**src/rtl/alu_issue_ctrl_pkg.sv**
```systemverilog
// Shared encodings for the ALU issue controller: op codes, control classes,
// func7 patterns and FSM states.
package alu_issue_ctrl_pkg;

    localparam int unsigned OP_CODE_W = 2;
    localparam int unsigned CTRL_W    = 2;
    localparam int unsigned FUNC7_W   = 7;

    localparam logic [OP_CODE_W-1:0] OP_ADD = 2'b00;
    localparam logic [OP_CODE_W-1:0] OP_SUB = 2'b01;
    localparam logic [OP_CODE_W-1:0] OP_MUL = 2'b10;

    localparam logic [CTRL_W-1:0] CTRL_LDST   = 2'b00;
    localparam logic [CTRL_W-1:0] CTRL_BRANCH = 2'b01;
    localparam logic [CTRL_W-1:0] CTRL_RTYPE  = 2'b10;
    localparam logic [CTRL_W-1:0] CTRL_JUMP   = 2'b11;

    localparam logic [FUNC7_W-1:0] F7_ADD = 7'b0000000;
    localparam logic [FUNC7_W-1:0] F7_SUB = 7'b0100000;
    localparam logic [FUNC7_W-1:0] F7_MUL = 7'b0000001;

    typedef enum logic [1:0] {
        ST_IDLE     = 2'b00,
        ST_VALID    = 2'b01,
        ST_MUL_WAIT = 2'b10
    } state_t;

    typedef struct packed {
        logic [OP_CODE_W-1:0] op;
        logic                 illegal;
    } dec_t;

endpackage

```
**src/rtl/alu_issue_ctrl_if.sv**
```systemverilog
// Decode-to-execute handshake bundle for the ALU issue controller.
interface alu_issue_ctrl_if #(
    parameter int unsigned ALU_OP_WIDTH = 2
) ();
    logic                    in_valid;
    logic                    in_ready;
    logic [6:0]              inst;
    logic [1:0]              ctrl_alu_op;
    logic                    out_valid;
    logic                    out_ready;
    logic [ALU_OP_WIDTH-1:0] alu_op;
    logic                    illegal;
    logic                    mul_busy;

    modport master (
        output in_valid, inst, ctrl_alu_op, out_ready,
        input  in_ready, out_valid, alu_op, illegal, mul_busy
    );

    modport slave (
        input  in_valid, inst, ctrl_alu_op, out_ready,
        output in_ready, out_valid, alu_op, illegal, mul_busy
    );
endinterface

```
**src/rtl/alu_issue_ctrl_alu_op_decode.sv**
```systemverilog
// Purely combinational func7/op-class to ALU op decode, shared with ALUControl.
module alu_op_decode
    import alu_issue_ctrl_pkg::*;
(
    input  logic [FUNC7_W-1:0] i_func7,
    input  logic [CTRL_W-1:0]  i_ctrl,
    output dec_t               o_dec_c
);

    always_comb begin
        o_dec_c.op      = OP_ADD;
        o_dec_c.illegal = 1'b0;
        case (i_ctrl)
            CTRL_BRANCH: o_dec_c.op = OP_SUB;
            CTRL_RTYPE: begin
                case (i_func7)
                    F7_ADD:  o_dec_c.op = OP_ADD;
                    F7_SUB:  o_dec_c.op = OP_SUB;
                    F7_MUL:  o_dec_c.op = OP_MUL;
                    default: o_dec_c.illegal = 1'b1;
                endcase
            end
            default: o_dec_c.op = OP_ADD;
        endcase
    end

endmodule

```
**src/rtl/alu_issue_ctrl.sv**
```systemverilog
// Registers decoded ALU ops for execute and sequences multi-cycle MULs,
// back-pressuring decode while a MUL occupies the ALU.
module alu_issue_ctrl
    import alu_issue_ctrl_pkg::*;
#(
    parameter int unsigned ALU_OP_WIDTH = 2,
    parameter int unsigned MUL_LATENCY  = 4
) (
    input  logic             clk,
    input  logic             rst,
    input  logic             flush,
    alu_issue_ctrl_if.slave  bus
);

    localparam int unsigned CNT_WIDTH = $clog2(MUL_LATENCY + 1);

    state_t                  r_state;
    logic [CNT_WIDTH-1:0]    r_cnt;
    logic [ALU_OP_WIDTH-1:0] r_alu_op;
    logic                    r_illegal;
    logic                    r_out_valid;
    logic                    r_mul_busy;

    dec_t w_dec;
    logic w_accept;
    logic w_is_mul;

    alu_op_decode u_decode (
        .i_func7 (bus.inst),
        .i_ctrl  (bus.ctrl_alu_op),
        .o_dec_c (w_dec)
    );

    assign bus.in_ready = (r_state == ST_IDLE) | ((r_state == ST_VALID) & bus.out_ready);
    assign w_accept     = bus.in_valid & bus.in_ready & ~flush;
    assign w_is_mul     = (w_dec.op == OP_MUL);

    // Counter loads only on a MUL accept and decrements toward 0; the MUL
    // completes the cycle after it reaches 0, giving MUL_LATENCY cycles total.
    always_ff @(posedge clk or posedge rst) begin
        if (rst) begin
            r_state     <= ST_IDLE;
            r_cnt       <= '0;
            r_alu_op    <= '0;
            r_illegal   <= 1'b0;
            r_out_valid <= 1'b0;
            r_mul_busy  <= 1'b0;
        end else if (flush) begin
            r_state     <= ST_IDLE;
            r_cnt       <= '0;
            r_out_valid <= 1'b0;
            r_mul_busy  <= 1'b0;
        end else begin
            if (r_cnt != '0) begin
                r_cnt <= r_cnt - CNT_WIDTH'(1);
            end
            case (r_state)
                ST_IDLE, ST_VALID: begin
                    if (w_accept) begin
                        r_alu_op  <= ALU_OP_WIDTH'(w_dec.op);
                        r_illegal <= w_dec.illegal;
                        if (w_is_mul && (MUL_LATENCY > 1)) begin
                            r_state     <= ST_MUL_WAIT;
                            r_cnt       <= CNT_WIDTH'(MUL_LATENCY - 1);
                            r_mul_busy  <= 1'b1;
                            r_out_valid <= 1'b0;
                        end else begin
                            r_state     <= ST_VALID;
                            r_out_valid <= 1'b1;
                        end
                    end else if ((r_state == ST_VALID) && bus.out_ready) begin
                        r_state     <= ST_IDLE;
                        r_out_valid <= 1'b0;
                    end
                end
                ST_MUL_WAIT: begin
                    if (r_cnt == '0) begin
                        r_state     <= ST_VALID;
                        r_out_valid <= 1'b1;
                        r_mul_busy  <= 1'b0;
                    end
                end
                default: begin
                    r_state     <= ST_IDLE;
                    r_out_valid <= 1'b0;
                    r_mul_busy  <= 1'b0;
                end
            endcase
        end
    end

    assign bus.alu_op    = r_alu_op;
    assign bus.illegal   = r_illegal;
    assign bus.out_valid = r_out_valid;
    assign bus.mul_busy  = r_mul_busy;

endmodule
```
**src/flat_wrapper.sv**
```systemverilog
// flat-port wrapper written by rule: the top's interface ports become plain ports
module alu_issue_ctrl_flat import alu_issue_ctrl_pkg::*;
#(
    parameter int unsigned ALU_OP_WIDTH = 2,
    parameter int unsigned MUL_LATENCY  = 4
)
  (clk, rst, flush, bus_in_valid, bus_inst, bus_ctrl_alu_op, bus_out_ready, bus_in_ready, bus_out_valid, bus_alu_op, bus_illegal, bus_mul_busy);
  alu_issue_ctrl_if #(.ALU_OP_WIDTH(ALU_OP_WIDTH)) bus_i ();
  input  logic clk;
  input  logic rst;
  input  logic flush;
  input wire logic [$bits(bus_i.in_valid)-1:0] bus_in_valid;
  input wire logic [$bits(bus_i.inst)-1:0] bus_inst;
  input wire logic [$bits(bus_i.ctrl_alu_op)-1:0] bus_ctrl_alu_op;
  input wire logic [$bits(bus_i.out_ready)-1:0] bus_out_ready;
  output wire logic [$bits(bus_i.in_ready)-1:0] bus_in_ready;
  output wire logic [$bits(bus_i.out_valid)-1:0] bus_out_valid;
  output wire logic [$bits(bus_i.alu_op)-1:0] bus_alu_op;
  output wire logic [$bits(bus_i.illegal)-1:0] bus_illegal;
  output wire logic [$bits(bus_i.mul_busy)-1:0] bus_mul_busy;
  assign bus_i.in_valid = bus_in_valid;
  assign bus_i.inst = bus_inst;
  assign bus_i.ctrl_alu_op = bus_ctrl_alu_op;
  assign bus_i.out_ready = bus_out_ready;
  assign bus_in_ready = bus_i.in_ready;
  assign bus_out_valid = bus_i.out_valid;
  assign bus_alu_op = bus_i.alu_op;
  assign bus_illegal = bus_i.illegal;
  assign bus_mul_busy = bus_i.mul_busy;
  alu_issue_ctrl #(.ALU_OP_WIDTH(ALU_OP_WIDTH), .MUL_LATENCY(MUL_LATENCY)) u_core (.clk(clk), .rst(rst), .flush(flush), .bus(bus_i));
endmodule
```
**config.mk**
```make
export PLATFORM = sky130hd
export DESIGN_NAME = alu_issue_ctrl_flat
export DESIGN_NICKNAME = d
export VERILOG_FILES = /design/src/rtl/alu_issue_ctrl_pkg.sv /design/src/rtl/alu_issue_ctrl_if.sv /design/src/rtl/alu_issue_ctrl_alu_op_decode.sv /design/src/rtl/alu_issue_ctrl.sv /design/src/flat_wrapper.sv
export SDC_FILE = /design/constraint.sdc
export NUM_CORES = 1
export LEC_CHECK = 0
export CORE_AREA = 3 3 40 42
export CTS_CLUSTER_SIZE = 24
export DETAILED_ROUTE_END_ITERATION = 8
export DIE_AREA = 0 0 43 45
export PLACE_DENSITY_LB_ADDON = 0.3
export SYNTH_ARGS = -nofsm -noshare
export SYNTH_HDL_FRONTEND = slang
export SYNTH_HIERARCHICAL = 1
export SYNTH_SLANG_ARGS = --single-unit
```
**constraint.sdc**
```tcl
create_clock -name clk -period 4.02 [get_ports clk]
set_clock_uncertainty 0.05 [all_clocks]
set_input_delay 0.402 -clock clk [delete_from_list [all_inputs] [get_ports clk]]
set_output_delay 0.402 -clock clk [all_outputs]
set_load 0.01 [all_outputs]
```
==> metrics, run 1 <==
Initial Utilization=45.4%; met2 Use GR=about a quarter; predominant post-synthesis flop cell=dfrtp_1; Row Count=13; TritonCTS clock tree=done; Detail Placement HPWL=approximately 970 um; via count=474; maximum number of pins on one net before global-route repair=10; post-cts resize count=0; clock share of power=approximately 22%; share of cells above drive strength 1=16.7%; portion of the post-synthesis area used by sequential elements=between 30% and 40%; count of antenna-violating nets left after detailed routing=0; clock period minus final worst setup slack=2350 ps; CTS sink cnt=9; global-route met1 utilization=around a fifth; achievable clock frequency=425 MHz; GRT Resource Usage Total=between 10% and 20%; gate family responsible for the most delay along the worst path=simple AND/OR/NAND/NOR gates; clock-pin slew reported for the worst setup and hold paths after clock tree synthesis=60 ps; remaining design rule violation count=0; combinational share of power=about two fifths; starting DRC count in detailed routing=2; min-delay worst type=input port to asynchronous set/reset pin; Reg power frac=between 30% and 40%; fill count=~110; input/output buffers=19; ratio of total power to cell area=~390 nW/um2; Critical Path Fanout Max=3; portion of netlist area occupied by mux cells=between 10% and 20%; average cell area after synthesis=between 10 and 15 um2; IO Pins=20; simple-gate area share of the yosys netlist=between 20% and 30%; count of different cell masters after synthesis=30; area of the core=around 1300 um2; Crit path arrival time=~2500 ps; number of slew-limit violations in the final report=0; count of antenna diodes in the layout=0; Buf/Inv on CP=2; total number of H-tree levels=1; cell chain of the critical path=clkdlybuf4s50_1 > inv_1 > ha_1 > or3b_2 > o32ai_2 > nor2b_1 > and4_1 > a31o_2; Critical Path Start=bus_ctrl_alu_op[0]; outcome=finished clean; Leakage=between 0.3 and 0.4 nW; switching power of the nets=between 0.1 and 0.15 mW; Layout Nets=97; antenna violations before repair=0; critical path launch point type=input port; Post-Syn Area=roughly 600 um2; wire length of the first global-routing pass=2280 um; worst ir drop on vdd=approximately 0.17 mV; GRT Residual Overflow=0; Num CTS Buffers=3; slew of the pin with the lowest slew margin=around 340 ps; number of warnings printed during yosys synthesis=6; GR met3 Demand/Resource=4.38%; routability cong.=0.793; RSZ-0062 raised after global routing=false; post-DR wirelength/cell=approximately 14 um; MaxCap Viol Count=0; internal power of the cells=between 0.2 and 0.25 mW; ys async rst share=100%; final clock period utilization by the worst path=58.5%; Setup WS pre-CTS=1380 ps; net switching share of the total power=31.7%; worst hold slack after final layout=about 350 ps; busiest layer in global routing=met2; relative area change from synthesis to final layout=40.3%; largest stage delay on the critical path=between 400 and 500 ps; multi-input combinational cell area=roughly 330 um2; number of setup violations in the final report=0; accumulated negative setup slack=0 ps; Final Hold Vio Count=0; first-pass iteration count of the detailed router=4; PnR worst setup slack=between 1500 and 2000 ps; buffer count from post-CTS setup fixing=0; number of buffers on the longest clock path=2; post-synthesis compound-gate area fraction=approximately an eighth; via count of the first global-routing pass=495; cell chosen for the clock root=clkbuf_4; FF-to-FF Start=u_core/r_cnt[0]; Critical Path RT=a little over 4000 ps; Vert. Die Dim=around 45 um; net count after synthesis=between 70 and 80; register cell area after layout=225 um2; Crit. End Element=flip-flop; Clock Latency Late Sink=about 260 ps; die width=about 43 um; post-synthesis cell count=55; xor/xnor cell area share of the yosys netlist=between 1.5 and 2%; overall die area=around 1900 um2; CP Class=input port to flip-flop; Worst path slowest cell=clkdlybuf4s50_1; Total Wirelength=about 1300 um; largest family of logic cells by synthesized area=simple AND/OR/NAND/NOR gates; vias per cell=around 5; Post-Synth Adder-Cell Area=under 10%; # hold bufs at CTS=0; flop and latch count out of synthesis=9; slew margin rel.=~77%; EDFF count, synth=0
## flip-flops by register name, summed over array words and instances (netlist names)
name / flops
u_core/bus.mul_busy: 1
u_core/bus.alu_op: 2
u_core/r_state: 1
u_core/bus.illegal: 1
u_core/r_cnt: 3
u_core/bus.out_valid: 1
## placed cells by master (no fill, tap or decap), drive strengths merged, types with 2 or more instances in the layout
master	Yosys	routed
nor2b	3	3
ha	4	4
inv	8	8
mux2	4	4
clkbuf	0	4
and2	2	2
nand2b	3	3
dfrtp	9	9
clkdlybuf4s50	0	19
o21ai	3	3
nor2	3	3
## per-stage QoR
step	cell area (um2)	std cells	total power, mW	util (%)
3_3_place_gp	792	89	0.242	61.6
2_1_floorplan	583	55	0.208	-
3_5_place_dp	792	89	0.249	61.6
4_1_cts	818	93	0.322	63.7
5_1_grt	818	93	0.343	63.7
6_report	818	93	0.318	63.7
## worst reg2reg max path: cells and delay by family, from the launching register on
kind,cells,cell delay [ps]
flip-flops,1,360
buffers and inverters,1,110
AO/OA/AOI/OAI,1,150
adder cells (fa/ha/maj),1,190
AND/OR/NAND/NOR,1,230
multiplexers,1,320
## metal layers
layer | up-vias | part of all wire, % | wire length, um
li1 | 244 | - | -
met1 | 222 | 46 | 572
met2 | 6 | 50 | 634
met3 | 2 | 3.1 | 39
met4 | 0 | 0.80 | 10
met5 | - | 0 | 0
## cells by family after synthesis
kind of cell    count (synthesis)
fa+ha+maj                       4
flops                           9
buf+inv                         8
mux                             5
compound gates                  9
simple gates                   19
xor+xnor                        1
## path summary, 6_finish.rpt
check,to,slack (ps),depth (start not counted)
worst max-delay path,u_core/bus.mul_busy,1670,8
worst min-delay path,u_core/r_cnt[2],350,2
worst max register to register,u_core/r_cnt[1],2530,5
worst min register to register,u_core/bus.illegal,450,1
max in group asynchronous,u_core/bus.alu_op[1],3310,2
min in group clk,u_core/bus.illegal,450,1
## synth_stat cells (all sizes together) (2+ instances only)
cell type / count / share of area [%]
ha: 4 / 8.6
nor2: 3 / 2.4
nor2b: 3 / 4.5
nand2b: 3 / 3.6
inv: 8 / 5.2
mux2: 4 / 8.4
dfrtp: 9 / 39
and2: 2 / 2.6
o21ai: 3 / 2.6
## cell type report
| type | count | area share, % |
|---|---|---|
| clock buffers | 4 | 3.21 |
| repair buffers | 19 | 23.2 |
| flip-flops and latches | 9 | 27.5 |
| inverters | 8 | 3.67 |
| well taps | 15 | 2.29 |
| multi-input cells | 38 | 40.1 |
## power groups by stage
stage	clock (mW)	combinational (mW)	sequential (mW)
floorplan	0	0.0908	0.117
global placement	0	0.126	0.116
detailed placement	0	0.132	0.117
CTS	0.0743	0.133	0.115
global route	0.0768	0.149	0.118
finish	0.0710	0.132	0.115
Note: power is estimated with default switching activity, not from simulation.
==> inputs of run 2 (changes only) <==
--- a/config.mk
+++ b/config.mk
@@ -5,10 +5,10 @@
 export SDC_FILE = /design/constraint.sdc
 export NUM_CORES = 1
 export LEC_CHECK = 0
-export CORE_AREA = 3 3 40 42
+export CORE_AREA = 3 3 43 45
 export CTS_CLUSTER_SIZE = 24
 export DETAILED_ROUTE_END_ITERATION = 8
-export DIE_AREA = 0 0 43 45
+export DIE_AREA = 0 0 46 48
 export PLACE_DENSITY_LB_ADDON = 0.3
 export SYNTH_ARGS = -nofsm -noshare
 export SYNTH_HDL_FRONTEND = slang
==> constraint.sdc (replaced) <==
create_clock -name clk -period 2.1 [get_ports clk]
set_clock_uncertainty 0.05 [all_clocks]
set_input_delay 0.21 -clock clk [delete_from_list [all_inputs] [get_ports clk]]
set_output_delay 0.21 -clock clk [all_outputs]
set_load 0.01 [all_outputs]
==> run 2 against run 1 <==
Worst hold slack got worse by 190 ps. Combinational power rose by 91%. Setup slack got worse by 1600 ps. Sequential share of layout area fell by 1.1 points. Total power rose by 90%. First-iteration DRC count rose to 2.5 times the previous value. Final cell count rose by 3.2%. Global-route usage fell by 2.8 points. Final area rose by 4.3%. Non-clock buffer count rose by 2. Wire length fell by 4.8%. Critical endpoint is now u_core/r_cnt[0].
==> metrics, run 2 (synthesis gave the netlist of run 1 again) <==
Leakage=0.388 nW; Clock Latency Late Sink=260 ps; slew margin rel.=76.5%; die width=roughly 46 um; accumulated negative setup slack=0 ps; met2 Use GR=19.5%; wire length of the first global-routing pass=1990 um; Critical Path RT=approximately 2200 ps; global-route met1 utilization=between 10% and 20%; final std cells w/o fill=96; starting DRC count in detailed routing=5; area of the core=around 1500 um2; count of antenna diodes in the layout=0; via count of the first global-routing pass=roughly 470; relative area change from synthesis to final layout=46.4%; ratio of total power to cell area=709 nW/um2; Most flops, register=u_core/r_cnt; TritonCTS clock tree=done; Num CTS Buffers=3; maximum number of pins on one net before global-route repair=10; first-pass iteration count of the detailed router=3; total number of H-tree levels=1; outcome=finished clean; remaining design rule violation count=0; cell area reported after detailed placement=between 800 and 900 um2; GRT Resource Usage Total=a little over an eighth; input/output buffers=19; Crit path arrival time=approximately 2100 ps; count of antenna-violating nets left after detailed routing=0; antenna violations before repair=0; Layout Nets=just under 100; commonest non-fill, non-tap cell in the layout=clkdlybuf4s50_1; min-delay worst type=input port to asynchronous set/reset pin; gate family responsible for the most delay along the worst path=buffers and inverters; routability cong.=0.839; Total Wirelength=1200 um; Row Count=14; Buf/Inv on CP=3; Final Hold Vio Count=0; cell area after layout=853 um2; critical path launch point type=input port; Crit. End Element=flip-flop; share of cells above drive strength 1=between 20 and 25%; overall die area=around 2200 um2; MaxCap Viol Count=0; achievable clock frequency=494 MHz; slew of the pin with the lowest slew margin=approximately 350 ps; max FFs per register=3; worst hold slack after final layout=around 160 ps; GRT Residual Overflow=0; number of slew-limit violations in the final report=0; Setup WS pre-CTS=-278 ps; cell chain of the critical path=clkdlybuf4s50_1 > inv_1 > ha_1 > or3b_4 > o32ai_2 > nor2b_1 > buf_4 > nand4_1 > o21ai_0; commonest cells after routing, fill and taps aside=19 x clkdlybuf4s50_1, 9 x dfrtp_1, 8 x inv_1, 4 x ha_1; Worst path slowest cell=clkdlybuf4s50_1; CP Class=input port to flip-flop; total power consumption of the routed design=around 0.60 mW; busiest layer in global routing=met2; vias per cell=around 5.0; final clock period utilization by the worst path=just under 100%; CTS sink cnt=9; largest stage delay on the critical path=480 ps; worst ir drop on vdd=0.345 mV; Cells after DPL=91; GR met3 Demand/Resource=a little under 7%; Vert. Die Dim=48 um; IO Pins=20; PnR worst setup slack=approximately 78 ps; clock period minus final worst setup slack=approximately 2000 ps; Initial Utilization=roughly 39%; Critical Path Fanout Max=3; # hold bufs at CTS=0; fill count=138; post-layout utilization of the core=roughly 57%; RSZ-0062 raised after global routing=false; cell chosen for the clock root=clkbuf_4; clock-pin slew reported for the worst setup and hold paths after clock tree synthesis=approximately 60 ps; Detail Placement HPWL=roughly 940 um; post-DR wirelength/cell=12.5 um; number of setup violations in the final report=0; via count=~480; number of buffers on the longest clock path=2
## run 2: cell types whose count changed in the layout (fill, tap and decap cells not counted), sizes merged
| cell | previous run | this run |
|---|---|---|
| buf | 0 | 2 |
## run 2: worst paths after layout
path                                      startpoint                    to  slack, ps  depth (start not counted)
worst max register to register       u_core/r_cnt[0]       u_core/r_cnt[1]        670                          5
min in group clk                u_core/bus.alu_op[1]  u_core/bus.alu_op[1]        440                          1
max in group asynchronous                        rst     u_core/r_state[1]       1580                          2
worst min-delay path                             rst       u_core/r_cnt[2]        160                          2
worst min register to register  u_core/bus.alu_op[1]  u_core/bus.alu_op[1]        440                          1
worst max-delay path              bus_ctrl_alu_op[0]       u_core/r_cnt[0]         80                          9
## run 2: layout make-up
type	count	area [um2]	share of cell area, %
multi-input combinational	38	347	40.6
inverter	8	30.0	3.52
clock buffer	4	26.3	3.08
sequential	9	225	26.4
timing repair buffer	21	205	24.0
tap	16	20.0	2.35
## run 2: timing repair
action                     in CTS  in global routing
gates cloned                    0                  0
pin swaps                       2                  3
buffers inserted                1                  0
setup endpoints to repair       1                  6
gates resized for setup         1                  3
## run 2: power breakdown
group / internal [mW] / switching, mW / total [mW] / leakage (nW)
Sequential: 0.202 / 0.0190 / 0.221 / 0.121
Combinational: 0.144 / 0.107 / 0.252 / 0.252
Clock: 0.0731 / 0.0589 / 0.132 / 0.0150
Total: 0.420 / 0.185 / 0.605 / 0.388
## run 2: metal layers
layer / vias to the layer above / part of all wire, %
met5: - / 0
met4: 0 / 1.2
met3: 2 / 5.9
met2: 12 / 48
met1: 222 / 45
li1: 243 / -
## run 2: worst reg2reg max path, cell delays in order (launching register included)
cell and delay, ps:
dfrtp_1 360, inv_1 100, ha_1 190, nor2b_4 210
mux2_4 310, o21ai_0 130
